===== config.mk =====
export PLATFORM = sky130hd
export DESIGN_NAME = washing_actuator_drv
export DESIGN_NICKNAME = d
export VERILOG_FILES = /design/src/rtl/wm_pkg.sv /design/src/rtl/wm_agitator.sv /design/src/rtl/washing_actuator_drv.sv
export SDC_FILE = /design/constraint.sdc
export NUM_CORES = 1
export LEC_CHECK = 0
export ABC_AREA = 1
export CAP_MARGIN = 20
export CORE_UTILIZATION = 65
export DETAILED_ROUTE_END_ITERATION = 16
export DONT_BUFFER_PORTS = 1
export PLACE_DENSITY = 0.9
export SYNTH_ARGS = -nofsm -noshare
export SYNTH_HDL_FRONTEND = slang
export SYNTH_HIERARCHICAL = 1
export SYNTH_SLANG_ARGS = --single-unit

===== constraint.sdc =====
create_clock -name clk -period 4.6 [get_ports clk]
set_input_delay 0.46 -clock clk [delete_from_list [all_inputs] [get_ports clk]]
set_output_delay 0.46 -clock clk [all_outputs]
set_load 0.05 [all_outputs]

===== src/rtl/wm_pkg.sv =====
// Shared definitions for the washing-machine actuator driver: stage codes,
// agitator state encoding and stage classification helpers.
package wm_pkg;

  typedef logic [2:0] stage_t;

  localparam stage_t ST_IDLE    = 3'd0;
  localparam stage_t ST_FILL    = 3'd1;
  localparam stage_t ST_WASH    = 3'd2;
  localparam stage_t ST_RINSE   = 3'd3;
  localparam stage_t ST_SPIN    = 3'd4;
  localparam stage_t ST_DRAIN   = 3'd5;
  localparam stage_t ST_DONE    = 3'd6;
  localparam stage_t ST_ILLEGAL = 3'd7;

  typedef enum logic [2:0] {
    AG_IDLE,
    AG_FWD,
    AG_P1,
    AG_REV,
    AG_P2
  } ag_state_t;

  function automatic logic is_agit(input stage_t s);
    return (s == ST_WASH) || (s == ST_RINSE);
  endfunction

  function automatic logic is_active(input stage_t s);
    return (s >= ST_FILL) && (s <= ST_DRAIN);
  endfunction

endpackage


===== src/rtl/wm_agitator.sv =====
// Agitation pattern generator: forward / pause / reverse / pause with a
// per-phase timer. hold freezes the pattern; run=0 parks it in AG_IDLE.
module wm_agitator #(
  parameter int unsigned CNT_W      = 8,
  parameter int unsigned AGIT_ON    = 20,
  parameter int unsigned AGIT_PAUSE = 5
) (
  input  logic clk,
  input  logic rst,
  input  logic run,
  input  logic restart,
  input  logic hold,
  output logic motor_en,
  output logic motor_dir
);
  import wm_pkg::*;

  localparam logic [CNT_W-1:0] ON_LAST    = CNT_W'(AGIT_ON - 1);
  localparam logic [CNT_W-1:0] PAUSE_LAST = CNT_W'(AGIT_PAUSE - 1);

  ag_state_t        state, state_nxt;
  logic [CNT_W-1:0] timer, timer_nxt;
  logic [CNT_W-1:0] last;
  logic             en_nxt;
  logic             dir_nxt;

  always_ff @(posedge clk or posedge rst) begin
    if (rst) begin
      state     <= AG_IDLE;
      timer     <= '0;
      motor_en  <= 1'b0;
      motor_dir <= 1'b0;
    end else begin
      state     <= state_nxt;
      timer     <= timer_nxt;
      motor_en  <= en_nxt;
      motor_dir <= dir_nxt;
    end
  end

  always_comb begin
    state_nxt = state;
    timer_nxt = timer;
    last      = ((state == AG_P1) || (state == AG_P2)) ? PAUSE_LAST : ON_LAST;

    if (!run) begin
      state_nxt = AG_IDLE;
      timer_nxt = '0;
    end else if (restart || (state == AG_IDLE)) begin
      state_nxt = AG_FWD;
      timer_nxt = '0;
    end else if (!hold) begin
      // Timer only advances below the phase limit, so it can never wrap.
      if (timer >= last) begin
        timer_nxt = '0;
        unique case (state)
          AG_FWD:  state_nxt = AG_P1;
          AG_P1:   state_nxt = AG_REV;
          AG_REV:  state_nxt = AG_P2;
          AG_P2:   state_nxt = AG_FWD;
          default: state_nxt = AG_FWD;
        endcase
      end else begin
        timer_nxt = timer + 1'b1;
      end
    end

    en_nxt  = !hold && ((state_nxt == AG_FWD) || (state_nxt == AG_REV));
    dir_nxt = hold ? motor_dir : (state_nxt == AG_REV);
  end

endmodule


===== src/rtl/washing_actuator_drv.sv =====
// Actuator driver behind the washing-machine FSM: maps stage/supply onto valve,
// pump, motor, door lock and buzzer. Buzzer built only with WM_BUZZER_EN defined.
module washing_actuator_drv #(
  parameter int unsigned CNT_W       = 8,
  parameter int unsigned AGIT_ON     = 20,
  parameter int unsigned AGIT_PAUSE  = 5,
  parameter int unsigned LOCK_HOLD   = 30,
  parameter int unsigned BEEP_CYCLES = 10
) (
  input  logic       clk,
  input  logic       rst,
  input  logic [2:0] stage,
  input  logic       supply,
  output logic       water_valve,
  output logic       drain_pump,
  output logic       motor_en,
  output logic       motor_dir,
  output logic       motor_fast,
  output logic       door_lock,
  output logic       buzzer,
  output logic       fault
);
  import wm_pkg::*;

  localparam logic [CNT_W-1:0] LOCK_LOAD = CNT_W'(LOCK_HOLD);

  stage_t           prev_stage;
  logic [CNT_W-1:0] lock_cnt;
  logic             fault_nxt;
  logic             live;
  logic             run;
  logic             restart;
  logic             hold;
  logic             ag_en;

  always_comb begin
    fault_nxt = fault ? (stage != ST_IDLE) : (stage == ST_ILLEGAL);
    live      = supply && !fault_nxt;
    run       = is_agit(stage) && !fault_nxt;
    restart   = is_agit(stage) && (stage != prev_stage);
    hold      = !supply;
  end

  wm_agitator #(
    .CNT_W      (CNT_W),
    .AGIT_ON    (AGIT_ON),
    .AGIT_PAUSE (AGIT_PAUSE)
  ) u_agitator (
    .clk       (clk),
    .rst       (rst),
    .run       (run),
    .restart   (restart),
    .hold      (hold),
    .motor_en  (ag_en),
    .motor_dir (motor_dir)
  );

  // Spin drive and agitation never overlap; both terms are flops.
  assign motor_en = ag_en | motor_fast;

  always_ff @(posedge clk or posedge rst) begin
    if (rst) begin
      fault       <= 1'b0;
      prev_stage  <= ST_IDLE;
      water_valve <= 1'b0;
      drain_pump  <= 1'b0;
      motor_fast  <= 1'b0;
      door_lock   <= 1'b0;
      lock_cnt    <= '0;
    end else begin
      fault       <= fault_nxt;
      water_valve <= live && (stage == ST_FILL);
      drain_pump  <= live && ((stage == ST_SPIN) || (stage == ST_DRAIN));
      motor_fast  <= live && (stage == ST_SPIN);
      if (supply) begin
        prev_stage <= stage;
        // Lock counter is preloaded while locked-active so any exit starts a full hold.
        if (fault_nxt || is_active(stage)) begin
          door_lock <= 1'b1;
          lock_cnt  <= LOCK_LOAD;
        end else if (lock_cnt != '0) begin
          door_lock <= 1'b1;
          lock_cnt  <= lock_cnt - 1'b1;
        end else begin
          door_lock <= 1'b0;
        end
      end
    end
  end

`ifdef WM_BUZZER_EN
  localparam logic [CNT_W-1:0] BEEP_LOAD = CNT_W'(BEEP_CYCLES - 1);

  logic [CNT_W-1:0] beep_cnt;

  always_ff @(posedge clk or posedge rst) begin
    if (rst) begin
      buzzer   <= 1'b0;
      beep_cnt <= '0;
    end else if (!supply) begin
      buzzer <= 1'b0;
    end else if (fault_nxt || (stage != ST_DONE)) begin
      buzzer   <= 1'b0;
      beep_cnt <= '0;
    end else if (prev_stage != ST_DONE) begin
      buzzer   <= 1'b1;
      beep_cnt <= BEEP_LOAD;
    end else if (beep_cnt != '0) begin
      buzzer   <= 1'b1;
      beep_cnt <= beep_cnt - 1'b1;
    end else begin
      buzzer <= 1'b0;
    end
  end
`else
  // Parameter kept so instantiations stay identical with the beep compiled out.
  localparam int unsigned beep_cycles_unused = BEEP_CYCLES;
  assign buzzer = 1'b0;
`endif

endmodule


==> results of run 1 <==
[placed cells by master (no fill, tap or decap), types with 3 or more instances in the layout]
master                     count
sky130_fd_sc_hd__o21ai_2       3
sky130_fd_sc_hd__clkbuf_4      5
sky130_fd_sc_hd__nor2_1       14
sky130_fd_sc_hd__nor2_2        3
sky130_fd_sc_hd__nor3_1        4
sky130_fd_sc_hd__o21ai_0       7
sky130_fd_sc_hd__nand3_2       4
sky130_fd_sc_hd__nand2_1      60
sky130_fd_sc_hd__a21oi_1      12
sky130_fd_sc_hd__ha_1          7
sky130_fd_sc_hd__inv_1        31
sky130_fd_sc_hd__dfrtp_1      29
sky130_fd_sc_hd__nand3_1      13
sky130_fd_sc_hd__nand2_2       8
[worst max-delay path, cell delays in order, from the launching register on]
cell	delay (ns)
sky130_fd_sc_hd__dfrtp_1	0.43
sky130_fd_sc_hd__nor2_1	0.10
sky130_fd_sc_hd__a21oi_1	0.26
sky130_fd_sc_hd__inv_1	0.11
sky130_fd_sc_hd__ha_1	0.29
sky130_fd_sc_hd__inv_1	0.06
sky130_fd_sc_hd__nor3_4	0.20
sky130_fd_sc_hd__nand2_2	0.09
sky130_fd_sc_hd__nand3_4	0.11
sky130_fd_sc_hd__nand2_2	0.07
sky130_fd_sc_hd__nand2_1	0.09
sky130_fd_sc_hd__nand3_2	0.07
sky130_fd_sc_hd__nand2_2	0.11
sky130_fd_sc_hd__nor2_4	0.05
sky130_fd_sc_hd__nand2_1	0.05
sky130_fd_sc_hd__nand2_1	0.05
[layout make-up]
cell class / instances / area share
inverter: 35 / 0.07338
multi-input combinational: 153 / 0.4696
tap: 30 / 0.02096
clock buffer: 5 / 0.02096
clock inverter: 3 / 0.009783
sequential: 29 / 0.4053
[sequential cells by signal, summed over array words and instances, names as in the netlist]
| register | flops |
|---|---|
| lock_cnt | 8 |
| water_valve | 1 |
| drain_pump | 1 |
| fault | 1 |
| u_agitator/state | 3 |
| u_agitator/motor_dir | 1 |
| motor_fast | 1 |
| prev_stage | 3 |
| u_agitator/motor_en | 1 |
| door_lock | 1 |
| u_agitator/timer | 8 |
[per-stage QoR]
step	cell area (sq um)	util	hold slack, ns
6_report	1790	0.7227	0.009330
2_1_floorplan	1717	-	0.3370
5_1_grt	1790	0.7227	0.02702
4_1_cts	1790	0.7227	0.01424
3_3_place_gp	1735	0.7005	0.4002
3_5_place_dp	1735	0.7005	0.3981
[synthesized netlist by cell type]
library cell                n  area share
sky130_fd_sc_hd__nand2_4    1      0.0066
sky130_fd_sc_hd__conb_1     1      0.0022
sky130_fd_sc_hd__inv_2      2      0.0044
sky130_fd_sc_hd__a21oi_1   12       0.035
sky130_fd_sc_hd__o22ai_1    2      0.0073
sky130_fd_sc_hd__o21ai_0    7       0.020
sky130_fd_sc_hd__nand2_1   60        0.13
sky130_fd_sc_hd__and3_1     1      0.0036
sky130_fd_sc_hd__or2_2      1      0.0036
sky130_fd_sc_hd__a21oi_2    1      0.0051
sky130_fd_sc_hd__nand2_2    8       0.029
sky130_fd_sc_hd__o21ai_2    3       0.015
sky130_fd_sc_hd__o21ai_1    1      0.0029
sky130_fd_sc_hd__dfrtp_1   29        0.42
sky130_fd_sc_hd__nor3_4     2       0.019
sky130_fd_sc_hd__buf_4      1      0.0044
sky130_fd_sc_hd__nand3_1   13       0.038
sky130_fd_sc_hd__nand4_1    1      0.0036
sky130_fd_sc_hd__nor4_1     2      0.0073
sky130_fd_sc_hd__nand3_2    4       0.023
sky130_fd_sc_hd__nor2_1    14       0.031
sky130_fd_sc_hd__clkinv_1   2      0.0044
sky130_fd_sc_hd__ha_1       7       0.051
sky130_fd_sc_hd__nor2_4     1      0.0066
sky130_fd_sc_hd__buf_6      1      0.0066
sky130_fd_sc_hd__inv_1     31       0.068
sky130_fd_sc_hd__nor2_2     3       0.011
sky130_fd_sc_hd__nor3_1     4       0.012
sky130_fd_sc_hd__xnor2_1    2       0.010
sky130_fd_sc_hd__nand3_4    1       0.010
sky130_fd_sc_hd__a41oi_1    1      0.0051
[per-layer routing]
| metal | part of all wire | track usage |
|---|---|---|
| met5 | 0 | 0 |
| met1 | 0.45 | 0.3508 |
| met2 | 0.48 | 0.4479 |
| met4 | 0.017 | 0.1228 |
| met3 | 0.057 | 0.1006 |
[kinds of logic (layout without fill, tap and decap cells)]
group           count (synthesis)  in the layout
simple gates                  116            116
buf+inv                        37             43
flops                          29             29
compound gates                 27             27
fa+ha+maj                       7              7
xor+xnor                        2              2
other cells                     1              1
[worst paths after layout]
| check | slack, ns | to | depth (start not counted) | start |
|---|---|---|---|---|
| setup / recovery | 2.37 | u_agitator/motor_dir | 15 | u_agitator/state[0] |
| hold / removal | 0.009 | u_agitator/timer[6] | 1 | rst |
| setup reg to reg | 2.37 | u_agitator/motor_dir | 15 | u_agitator/state[0] |
| max in group asynchronous | 4.12 | lock_cnt[4] | 1 | rst |
| min in group clk | 0.18 | water_valve | 1 | stage[2] |
| hold reg to reg | 0.49 | lock_cnt[0] | 2 | lock_cnt[0] |
[power by group through the flow]
stage | Sequential [mW] | Combinational (mW) | Clock [mW]
5_1_grt | 0.288 | 0.0693 | 0.174
3_3_place_gp | 0.290 | 0.0581 | 0
3_5_place_dp | 0.290 | 0.0605 | 0
4_1_cts | 0.285 | 0.0608 | 0.161
2_1_floorplan | 0.287 | 0.0518 | 0
6_report | 0.286 | 0.0608 | 0.154
==> impl_metrics.csv, run 1 <==
group,metric,value,unit
placement,gp_congestion,0.9258,
routing,route.vias.total,1416,
timing,final-hold-violation-count,0,
placement,detailedPlacementHpwl,2.563,mm
die,dieArea,2850,sq um
setup_path,critical_path_required,4.84,ns
setup_path,worst_setup_path_end_kind,"flip-flop",
power_and_ir_drop,max-vdd-ir-drop,273.3,uV
final_layout,final_net_count,237,
synth,synth.avg_cell_area,7.839,sq um
setup_path,setup.worst_path.class,"flip-flop to flip-flop",
clock_tree,cts_setup_buffers,0,
power_and_ir_drop,design_power,0.5007,mW
clock_tree,cts_htree_levels,2,
power_and_ir_drop,combinational_power_share,0.121,
synth,synth_cell_types,31,
synth,synth_sequential_area_ratio,0.4227,
die,coreArea,2477,sq um
synth,synthesis.instances,219,
clock_tree,cts_tree,"yes",
clock_tree,cts.reportedPaths.clkPinSlew,0.10,ns
clock_tree,clock_insertion_delay_worst_skew,0.34,ns
global_route,grt_overflow,0,
clock_tree,clock_sink_count,29,
clock_tree,total_cts_buffers,5,
synth,synthMuxAreaShare,0,
power_and_ir_drop,power.clock.fraction,0.308,
final_layout,multi_input_comb_area,840.8,sq um
synth,synth_fa_ha_area_frac,0.05102,
timing,grt_setup_unrepaired,"false",
timing,period_needed,2.230,ns
synth,postSynthNetCount,232,
power_and_ir_drop,reg_power_frac,0.570,
routing,route.detailed.wl_per_inst,13.07,um
timing,worst_slew_pin_slew,0.6150,ns
global_route,grt_use_total,0.2859,
timing,final_min_period_over_clock_period,0.4848,
timing,fmax,448.4,MHz
synth,combinational_family_with_the_most_area_after_synthesis,"simple AND/OR/NAND/NOR gates",
global_route,grt_pass1_vias,1329,
final_layout,filler_cell_count,194,
routing,ant_nets,0,
routing,first_pass_iters,4,
timing,totalNegativeSetupSlack,0,ns
final_layout,layout.area.seq,725.7,sq um
job,timing.max_cap.violations,0,
timing,max-slew-margin-rel,0.5896,
setup_path,critical_path.max_fanout,7,
timing,final-max-slew-violation-count,0,
die,die_width,53.39,um
final_layout,area_growth_syn_to_layout,4.300,%
die,start_util,0.6929,
placement,place.port_buffers,0,
synth,xor_and_xnor_fraction_of_the_mapped_netlist_area,0.01020,
final_layout,layout_cell_share_with_drive_strength_beyond_1,0.1556,
final_layout,post_layout_nonfiller_instances,255,
global_route,grt_max_degree,17,
synth,ys_ff_latch,29,
setup_path,startpoint_type,"flip-flop",
clock_tree,ctsLongestPathBuffers,2,
global_route,grt_pass1_wl,5.589,mm
die,dieHeight,53.39,um
clock_tree,cts.repair.resized,0,
synth,post_synth_and_or_nand_nor_area_fraction,0.3353,
setup_path,worst-endpoint-arrival,2.47,ns
placement,dpl.cell_count,247,
power_and_ir_drop,power.density_cell_area,279.7,nW/um^2
synth,post_synth_instance_area,1717,sq um
min_path,timing.hold.worst.class,"primary input to async pin",
routing,drc_errors,0,
timing,skew,0.01547,ns
routing,totalWireLength,3.332,mm
die,placement_rows,18,
power_and_ir_drop,cell_internal_pwr,0.3400,mW
timing,report.final.setup_viol,0,
power_and_ir_drop,switching_power,0.1608,mW
routing,drt_iter0_drc,51,
synth,ys_warn_count,6,
power_and_ir_drop,switching_share_of_power,0.3210,
final_layout,num_antenna_cells,0,
die,top_level_i_o_count,14,
routing,drt-vias-per-instance,5.553,
synth,post_synthesis_compound_gate_area_fraction,0.09111,
status,status,"finished, final reports clean",
clock_tree,cts_hold_buf,0,
clock_tree,clock-root-buffer,"sky130_fd_sc_hd__clkbuf_4",
global_route,initial_antenna_violation_count,0,
placement,place_worst_setup_slack,2.392,ns
power_and_ir_drop,p_leak,0.9116,nW
timing,post-route-worst-setup-slack,2.370,ns
(Power assumes the default switching activity.)
==> run 2, diff against run 1 <==
Settings changed: CORE_UTILIZATION 65 to 62, PLACE_DENSITY 0.9 to 0.87.
Clock period 4.6 ns to 2.25 ns, I/O delays scaled along.
==> impl_metrics.csv, run 2 (same netlist as run 1, synthesis figures left out) <==
group,metric,value,unit
clock_tree,total_cts_buffers,5,
final_layout,final_net_count,242,
die,placement_rows,18,
power_and_ir_drop,p_leak,0.9420,nW
placement,place_area,1735,sq um
timing,fmax,462.3,MHz
min_path,timing.hold.worst.class,"primary input to flip-flop",
routing,totalWireLength,3.347,mm
routing,drc_errors,0,
timing,report.final.setup_viol,0,
timing,worst_slew_pin_slew,0.6085,ns
job,timing.max_cap.violations,0,
final_layout,final_cell_mix,"60 x sky130_fd_sc_hd__nand2_1, 31 x sky130_fd_sc_hd__inv_1, 28 x sky130_fd_sc_hd__dfrtp_1",
final_layout,top_flop_regs,"lock_cnt x8, u_agitator/timer x8",
final_layout,multi_input_comb_area,849.6,sq um
final_layout,leading_cell_type_in_the_layout_fill_and_taps_excluded,"sky130_fd_sc_hd__nand2_1",
status,status,"finished, final reports clean",
setup_path,critical_path.max_fanout,4,
placement,detailedPlacementHpwl,2.408,mm
die,coreArea,2545,sq um
setup_path,critical_path_launch_point,"u_agitator/state[1]",
setup_path,timing.rr.start,"u_agitator/state[1]",
power_and_ir_drop,power.density_cell_area,548.7,nW/um^2
clock_tree,cts.reportedPaths.clkPinSlew,0.09,ns
clock_tree,cts_tree,"yes",
setup_path,worst-endpoint-arrival,2.38,ns
die,dieArea,2983,sq um
final_layout,filler_cell_count,202,
setup_path,startpoint_type,"flip-flop",
routing,first_pass_iters,4,
placement,place.port_buffers,0,
timing,final.hold.worst_slack,0.03859,ns
final_layout,layout.area.seq,726.9,sq um
final_layout,area_growth_syn_to_layout,7.434,%
timing,final_min_period_over_clock_period,0.9614,
timing,final-hold-violation-count,0,
setup_path,critical_path_required,2.47,ns
routing,drt_iter0_drc,32,
clock_tree,cts_htree_levels,2,
placement,place_worst_setup_slack,0.01122,ns
die,start_util,0.6745,
die,dieHeight,54.62,um
clock_tree,clock-root-buffer,"sky130_fd_sc_hd__clkbuf_4",
routing,ant_nets,0,
global_route,grt_use_total,0.2673,
global_route,grt_max_degree,17,
clock_tree,clock_insertion_delay_worst_skew,0.33,ns
routing,drt-vias-per-instance,5.531,
global_route,grt_pass1_wl,5.313,mm
timing,max-slew-margin-rel,0.5939,
clock_tree,clock_sink_count,29,
final_layout,layout_cell_share_with_drive_strength_beyond_1,0.1652,
routing,route.vias.total,1438,
die,die_width,54.62,um
setup_path,worst_setup_path_end_kind,"flip-flop",
timing,final-max-slew-violation-count,0,
setup_path,setup.worst_path.class,"flip-flop to flip-flop",
placement,gp_congestion,0.8212,
global_route,grt_pass1_vias,1292,
routing,route.detailed.wl_per_inst,12.87,um
min_path,worstHoldStart,"supply",
timing,period_needed,2.163,ns
timing,post-route-worst-setup-slack,0.08682,ns
clock_tree,ctsLongestPathBuffers,2,
final_layout,final_area,1844,sq um
die,top_level_i_o_count,14,
global_route,initial_antenna_violation_count,0,
power_and_ir_drop,max-vdd-ir-drop,575.5,uV
timing,skew,0.006654,ns
global_route,grt_overflow,0,
final_layout,num_antenna_cells,0,
[run 2: cell count changes in the layout (fill, tap and decap cells not counted), sizes merged]
cell and delta:
clkinvlp -1, dlygate4sd3 +4, buf +1, clkbuf +1
[run 2: per-layer routing]
| layer | GRT usage | part of all wire |
|---|---|---|
| met1 | 0.3035 | 0.43 |
| met4 | 0.1880 | 0.037 |
| met3 | 0.08056 | 0.042 |
| met5 | 0 | 0 |
| met2 | 0.4237 | 0.49 |
[run 2: critical path: stages (launching register included)]
cell	delay (ns)
sky130_fd_sc_hd__dfrtp_1	0.42
sky130_fd_sc_hd__inv_1	0.10
sky130_fd_sc_hd__nor3_1	0.06
sky130_fd_sc_hd__a21oi_2	0.16
sky130_fd_sc_hd__inv_1	0.09
sky130_fd_sc_hd__ha_1	0.28
sky130_fd_sc_hd__inv_1	0.06
sky130_fd_sc_hd__nor3_4	0.21
sky130_fd_sc_hd__nand2_2	0.09
sky130_fd_sc_hd__nand3_4	0.11
sky130_fd_sc_hd__nand2_2	0.08
sky130_fd_sc_hd__nand2_1	0.09
sky130_fd_sc_hd__nand3_2	0.07
sky130_fd_sc_hd__nand2_1	0.11
sky130_fd_sc_hd__nor2_4	0.04
sky130_fd_sc_hd__nand2_1	0.05
sky130_fd_sc_hd__nand2_1	0.05
[run 2: final cells by class]
type,count,area share
clock inverter,2,0.005427
sequential,29,0.3942
clock buffer,6,0.02239
tap,30,0.02035
inverter,35,0.07123
multi-input combinational,153,0.4607
timing repair buffer,5,0.02578
[run 2: path summary, 6_finish.rpt]
path	slack [ns]	depth (start not counted)	end
min	0.04	1	prev_stage[0]
max in group asynchronous	1.43	2	fault
min in group asynchronous	0.38	2	u_agitator/timer[7]
max reg2reg	0.09	16	u_agitator/motor_dir
max	0.09	16	u_agitator/motor_dir
min reg2reg	0.49	2	prev_stage[2]
[run 2: report_power, final]
group | internal [mW] | switching, mW
clock | 0.119 | 0.179
combinational | 0.0399 | 0.0901
sequential | 0.542 | 0.0424
total | 0.700 | 0.311
[run 2: through the flow]
step / TNS [ns] / instances / total power, mW / util
after floorplan: 0 / 219 / 0.6937 / -
after global placement: 0 / 247 / 0.7121 / 0.6819
after detailed placement: 0 / 247 / 0.7154 / 0.6819
after CTS: 0 / 259 / 1.019 / 0.7193
after global routing: -0.04979 / 260 / 1.065 / 0.7247
final: 0 / 260 / 1.012 / 0.7247
[run 2: timing repair]
action                                  4_1_cts  5_1_grt
hold buffers                                  4        0
gates cloned                                  0        0
endpoints found under the hold margin        32        0
resized for setup                             1        2
setup buffers                                 0        1
endpoints found under the setup margin        1        2
